`config.mk`:
```
export PLATFORM = sky130hd
export DESIGN_NAME = fp16_pack
export DESIGN_NICKNAME = d
export VERILOG_FILES = /design/src/rtl/fp16_pack.sv
export SDC_FILE = /design/constraint.sdc
export NUM_CORES = 1
export LEC_CHECK = 0
export CAP_MARGIN = 40
export CORE_AREA = 2 2 68 70
export CTS_CLUSTER_SIZE = 28
export DETAILED_ROUTE_END_ITERATION = 7
export DIE_AREA = 0 0 70 72
export DONT_BUFFER_PORTS = 1
export GPL_TIMING_DRIVEN = 0
export PLACE_DENSITY = 0.82
export SETUP_SLACK_MARGIN = 0.1
export SYNTH_ARGS = -nofsm -noshare
export SYNTH_HDL_FRONTEND = slang
export SYNTH_SLANG_ARGS = --single-unit
```
`constraint.sdc`:
```
create_clock -name clk -period 1.5 [get_ports clk]
set_input_delay 0.225 -clock clk [delete_from_list [all_inputs] [get_ports clk]]
set_output_delay 0.225 -clock clk [all_outputs]
set_load 0.005 [all_outputs]
```
`src/rtl/fp16_pack.sv`:
```
// FP16 encoder: category code plus payload in, legal half-precision pattern out.
// Two-stage valid/ready pipeline with legalization flags and a saturating error counter.
module fp16_pack #(
    parameter int COUNT_W = 8
) (
    input  logic               clk,
    input  logic               rst_n,
    input  logic               in_valid,
    output logic               in_ready,
    input  logic [3:0]         in_class,
    input  logic               in_sign,
    input  logic [4:0]         in_exp,
    input  logic [9:0]         in_mant,
    input  logic               cnt_clr,
    output logic               out_valid,
    input  logic               out_ready,
    output logic [15:0]        out,
    output logic               out_fixup,
    output logic               out_bad_class,
    output logic [COUNT_W-1:0] err_count
);

    localparam logic [COUNT_W-1:0] CNT_MAX = '1;

    logic       d_sign;
    logic [4:0] d_exp;
    logic [9:0] d_mant;
    logic       d_fixup;
    logic       d_bad;

    logic       s1_valid;
    logic       s1_sign;
    logic [4:0] s1_exp;
    logic [9:0] s1_mant;
    logic       s1_fixup;
    logic       s1_bad;

    logic       s2_advance;
    logic       out_xfer;

    // Decode category and payload into legal output fields.
    always_comb begin
        d_sign  = 1'b0;
        d_exp   = 5'h00;
        d_mant  = 10'h000;
        d_fixup = 1'b0;
        d_bad   = 1'b0;
        case (in_class)
            4'd0: begin
                d_sign  = in_sign;
                d_exp   = 5'h1F;
                d_mant  = {1'b0, in_mant[8:0]};
                d_fixup = in_mant[9];
                if (in_mant[8:0] == 9'd0) begin
                    d_mant  = 10'h001;
                    d_fixup = 1'b1;
                end
            end
            4'd1: begin
                d_sign  = in_sign;
                d_exp   = 5'h1F;
                d_mant  = {1'b1, in_mant[8:0]};
                d_fixup = ~in_mant[9];
            end
            4'd2, 4'd9: begin
                d_sign = (in_class == 4'd2);
                d_exp  = 5'h1F;
            end
            4'd3, 4'd8: begin
                d_sign = (in_class == 4'd3);
                d_exp  = in_exp;
                d_mant = in_mant;
                if (in_exp == 5'h00) begin
                    d_exp   = 5'h01;
                    d_fixup = 1'b1;
                end else if (in_exp == 5'h1F) begin
                    d_exp   = 5'h1E;
                    d_fixup = 1'b1;
                end
            end
            4'd4, 4'd7: begin
                d_sign = (in_class == 4'd4);
                d_mant = in_mant;
                if (in_mant == 10'h000) begin
                    d_mant  = 10'h001;
                    d_fixup = 1'b1;
                end
            end
            4'd5, 4'd6: begin
                d_sign = (in_class == 4'd5);
            end
            default: begin
                // Canonical quiet NaN for unknown categories.
                d_exp  = 5'h1F;
                d_mant = 10'h200;
                d_bad  = 1'b1;
            end
        endcase
    end

    assign s2_advance = ~out_valid | out_ready;
    assign in_ready   = ~s1_valid | s2_advance;
    assign out_xfer   = out_valid & out_ready;

    always_ff @(posedge clk or negedge rst_n) begin
        if (!rst_n) begin
            s1_valid <= 1'b0;
            s1_sign  <= 1'b0;
            s1_exp   <= 5'h00;
            s1_mant  <= 10'h000;
            s1_fixup <= 1'b0;
            s1_bad   <= 1'b0;
        end else if (in_ready) begin
            s1_valid <= in_valid;
            if (in_valid) begin
                s1_sign  <= d_sign;
                s1_exp   <= d_exp;
                s1_mant  <= d_mant;
                s1_fixup <= d_fixup;
                s1_bad   <= d_bad;
            end
        end
    end

    always_ff @(posedge clk or negedge rst_n) begin
        if (!rst_n) begin
            out_valid     <= 1'b0;
            out           <= 16'h0000;
            out_fixup     <= 1'b0;
            out_bad_class <= 1'b0;
        end else if (s2_advance) begin
            out_valid <= s1_valid;
            if (s1_valid) begin
                out           <= {s1_sign, s1_exp, s1_mant};
                out_fixup     <= s1_fixup;
                out_bad_class <= s1_bad;
            end
        end
    end

    always_ff @(posedge clk or negedge rst_n) begin
        if (!rst_n) begin
            err_count <= '0;
        end else if (cnt_clr) begin
            err_count <= '0;
        end else if (out_xfer && (out_fixup || out_bad_class) && (err_count != CNT_MAX)) begin
            err_count <= err_count + 1'b1;
        end
    end

endmodule

```
# After elaboration in Yosys (flattened, before gate mapping)
# Index checks and enable logic that the tools add are counted.
# totals
regBits	46
latchBits	0
ram_bits	0
mem_bits_ro	0
out_inout_bits	28
elab_cells	62
n_memories	0
# classes
addsub	1
multipliers	0
div_mod_pow	0
n_lt_le_gt_ge	0
eq_ne	11
shift	0
muxes	15
n_bitwise	6
n_reduce_logical	18
# ops
operator	n
$pmux 10 s5	1
$eq 4x3->1 const B	4
$mux 8	2
$logic_not 10->1	1
$mux 10	1
$mux 5	2
$pmux 5 s2	1
$reduce_or 10->1	1
$reduce_or 2->1	5
$logic_not 9->1	1
$mux 9	1
$add 8x1->8 const B	1
$eq 4x2->1 const B	2
$eq 4x4->1 const B	2
$ne 8x8->1 const B	1
$reduce_or 4->1	2
$eq 5x5->1 const B	1
$logic_not 5->1	1
$mux 1	5
$pmux 1 s5	1
$eq 4x1->1 const B	1
$logic_not 4->1	1
$pmux 1 s4	1
$reduce_and 2->1	2
other kinds (6)	10

# Depth between registers and ports, before layout
# depth
word_depth	5
mapped_depth	5
ltp_nobuf	5

# Least setup slack after synthesis
# OpenSTA, ideal clock, no wires.
# synth_path
path_type	flip-flop to flip-flop
startpoint	reg err_count[0]
endpoint	reg err_count[5]
t_arrival_ps	1391
setup_slack_ps	-21
stages_incl_launch_ff	6
synth_period_minus_slack_ps	1521
cell_sequence	dfrtp_1 ha_1 and2_1 a2111oi_2 xnor2_1 nor2_1
# synth_via
elab_chain_cells	3
word_cells_on_any_way	6
cone_classes	add/sub: 1; eq/ne: 1; mux: 2; reduce/logical: 2
# synth_rtl
element	line_no	source
start, declared	20	output logic [COUNT_W-1:0] err_count
start signal, assigned	147	err_count <= err_count + 1'b1;
$add 8x1->8 or $ne 8x8->1 (tied branches)	147, 146	
$mux 8 or $logic_and 1x1->1 (tied branches)	146	end else if (out_xfer && (out_fixup || out_bad_class) && (err_count != CNT_MAX)) begin
$mux 8 or $reduce_bool 2->1 (tied branches)	-	
# Several ways; a longest one is shown, not always the timed one. The select of a mux whose other input is x is not followed.
# A chain may end at the register's enable or synchronous reset.

# Worst setup path after layout
# layout_path
startpoint	reg err_count[1]
endpoint	reg err_count[5]
# The elaborated chain is that of the path after synthesis.

==> impl_results.md <==
- Status: completed
- Mapped Cells: 211
- Synth top area cells: dfrtp_1 (50%), mux2_2 (5.9%), nand2_1 (4.7%), mux2_1 (2.9%), o221ai_1 (2.7%)
- Critical Path RT: 1.67 ns
- Core area: 4260 um^2
- Final Instance Area: 2660 um^2
- TritonCTS Buffers: 5
- Pleak: 1.11 nW
- Die X: 70 um
- Actual slew at the worst max-slew pin: 0.536 ns
- CTS clk-pin slew, worst paths: 0.08 ns
- Crit-path max FO: 4
- Yosys top cell by area: dfrtp_1
- DRT antenna net count: 0
- Synthesis-to-finish area growth: 15.3%
- Clk sinks: 46
- Yosys warns: 0
- Synth cell types: 52
- Fin crit share: 0.999
- Antenna diodes: 0
- Share of cells above drive strength 1: 0.267
- Initial Util: 0.541
- FF+latch area: 1160 um^2
- Power per Cell Area: 1010 nW/um^2
- Fraction of registers with async set/reset: 1.00
- Vias per std cell: 6.29
- Row count: 24
- Post-synthesis sequential area ratio: 0.499
- Most frequent cell after synthesis: dfrtp_1
- Hold Vio Cnt, Final: 0
- Yosys reg bits: 46
- Yosys top cell area share: 0.499
- PnR Total Power: 2.70 mW
- CP arrival: 1.67 ns
- Reg power frac: 0.569
- Largest net degree at the start of global routing: 47
- CTS Root Cell: clkbuf_8
- # setup viols final: 0
- Drt wl/cell: 17.8 um
- CTS H-tree depth: 2
- Combinational fraction of design power: 0.157
- Post-synth top cells: dfrtp_1 (46), nand2_1 (29), mux2_2 (12)
- MaxCap Viol Count: 0
- Setup WS post-layout: 0.00129 ns
- Mapped Nets: 237
- Kind of critical path: reg -> reg
- Psw: 0.716 mW
- Skew final: 0.00484 ns
- Antenna violations before repair: 0
- Worst-Skew Late Latency: 0.29 ns
- Synthesized area: 2310 um^2
- CTS tree: done
- Final WL: 4850 um
- Post-layout net count: 248
- Main synth FF type: dfrtp_1
- Fin cells: 273
- Syn Area/Cell: 10.9 um^2
- CP Capture Type: register
- DP Worst Slack: -0.110 ns
- Max frequency: 0.667 GHz
- Pre-Repair DR Iteration Count: 4
- Hpwl dp: 3260 um
- Max VDD drop: 0.445 mV
- Sum of negative setup slack: 0 ns
- Vias: 1,716
- Port buffer count: 0
- Int Pwr: 1.98 mW
- Placer Congestion: 0.838
- Drt drc: 0
- Height of the die: 72 um
- Multi-input logic area: 1180 um^2
- Vias in the first global route: 1,717
- Clock period minus worst slack: 1.50 ns
- Slew Limit Headroom: 0.641
- Hold crit path type: in -> reg
- RSZ-0062 raised after global routing: yes
- Placed cell area: 2380 um^2
- Clock power frac: 0.274
- First-pass GRT wire length: 8020 um
- Switch share: 0.266
- Detailed Route Iter0 Violations: 87
- Filler instances: 324
- EDFF count, synth: 0
- Bufs on Longest Clock Path: 2
- Final Max Slew Viols: 0
- I/O Pins: 53
- Total gr overflow: 0
- Placed insts: 263
- Startpoint Class: register
- Full die area: 5040 um^2
- GRT Util Overall: 0.202
worst max-delay path, cell delays in order (launching register included):
cell and delay, ns:
dfrtp_2 0.46, ha_4 0.18, and2_4 0.16, a2111oi_4 0.35
xnor2_1 0.16, nor2_1 0.07
repair_timing:
item | CTS | global route
gates resized for setup | 19 | 15
setup buffers | 2 | 0
endpoints found under the setup margin | 34 | 36
hold endpoints to repair | 46 | 0
pin swaps | 7 | 10
hold buffers | 2 | 0
registers in the layout, summed over array words and instances (netlist names):
register,cells
err_count,8
out,16
out_bad_class,1
out_fixup,1
out_valid,1
s1_bad,1
s1_exp,5
s1_fixup,1
s1_mant,10
s1_sign,1
s1_valid,1
routing by layer:
metal / part of all wire / up-vias / wire length, um / track usage
li1: - / 792 / - / -
met1: 0.39 / 844 / 1910 / 0.244
met2: 0.51 / 65 / 2460 / 0.324
met3: 0.068 / 15 / 332 / 0.0694
met4: 0.030 / 0 / 147 / 0.107
met5: 0 / - / 0 / 0
cell usage in the layout (no fill, tap or decap), drive strengths merged, types with 2 or more instances in the layout:
master,instances
a2111oi,2
a211oi,3
a21o,2
a21oi,5
a22o,2
a31o,2
a31oi,2
a41oi,4
buf,12
clkbuf,6
dfrtp,46
inv,12
mux2,18
nand2,29
nand2b,5
nand3,3
nor2,11
nor3,4
nor4,2
nor4b,2
o2111ai,2
o211ai,3
o21ai,11
o221ai,7
xnor2,5
power by group through the flow:
| stage | clock network, mW | logic [mW] | registers [mW] |
|---|---|---|---|
| 3_5_place_dp | 0 | 0.347 | 1.56 |
| 2_1_floorplan | 0 | 0.295 | 1.52 |
| 6_report | 0.737 | 0.423 | 1.53 |
| 5_1_grt | 0.801 | 0.472 | 1.56 |
| 3_3_place_gp | 0 | 0.337 | 1.55 |
| 4_1_cts | 0.752 | 0.409 | 1.53 |
area by class of cell:
type                    instances  area share
flip-flops and latches         46       0.436
well taps                      52      0.0245
inverters                      12      0.0169
repair buffers                  4      0.0212
multi-input cells             144       0.443
clock buffers                   6      0.0311
plain buffers                   9      0.0273
cells by family (layout without fill, tap and decap cells):
family | Yosys count | after routing | share of synthesized area
xor gates and xnor gates | 5 | 5 | 0.0190
muxes | 19 | 19 | 0.0922
buffers and inverters | 21 | 31 | 0.0434
and+or+nand+nor | 66 | 66 | 0.161
DFF | 46 | 46 | 0.499
adders and majority gates | 1 | 1 | 0.00543
AOI/OAI and AO/OA | 53 | 53 | 0.180
per-stage QoR:
stage | hold slack (ns) | util
floorplan | -0.0706 | -
global placement | -0.0698 | 0.558
detailed placement | -0.0697 | 0.558
CTS | 0.0291 | 0.608
global route | 0.0360 | 0.624
finish | 0.0339 | 0.624
worst paths after layout:
kind	slack [ns]	startpoint	end	cells past startpoint
max	0.001	err_count[1]$_DFFE_PN0P_	err_count[5]$_DFFE_PN0P_	5
min	0.03	in_valid	s1_valid$_DFFE_PN0N_	1
max reg2reg	0.001	err_count[1]$_DFFE_PN0P_	err_count[5]$_DFFE_PN0P_	5
min reg2reg	0.48	s1_exp[4]$_DFFE_PN0P_	s1_exp[4]$_DFFE_PN0P_	2
max in group asynchronous	0.82	rst_n	out_bad_class$_DFFE_PN0P_	2
min in group asynchronous	0.46	rst_n	out[14]$_DFFE_PN0P_	2
(Power assumes the default switching activity.)
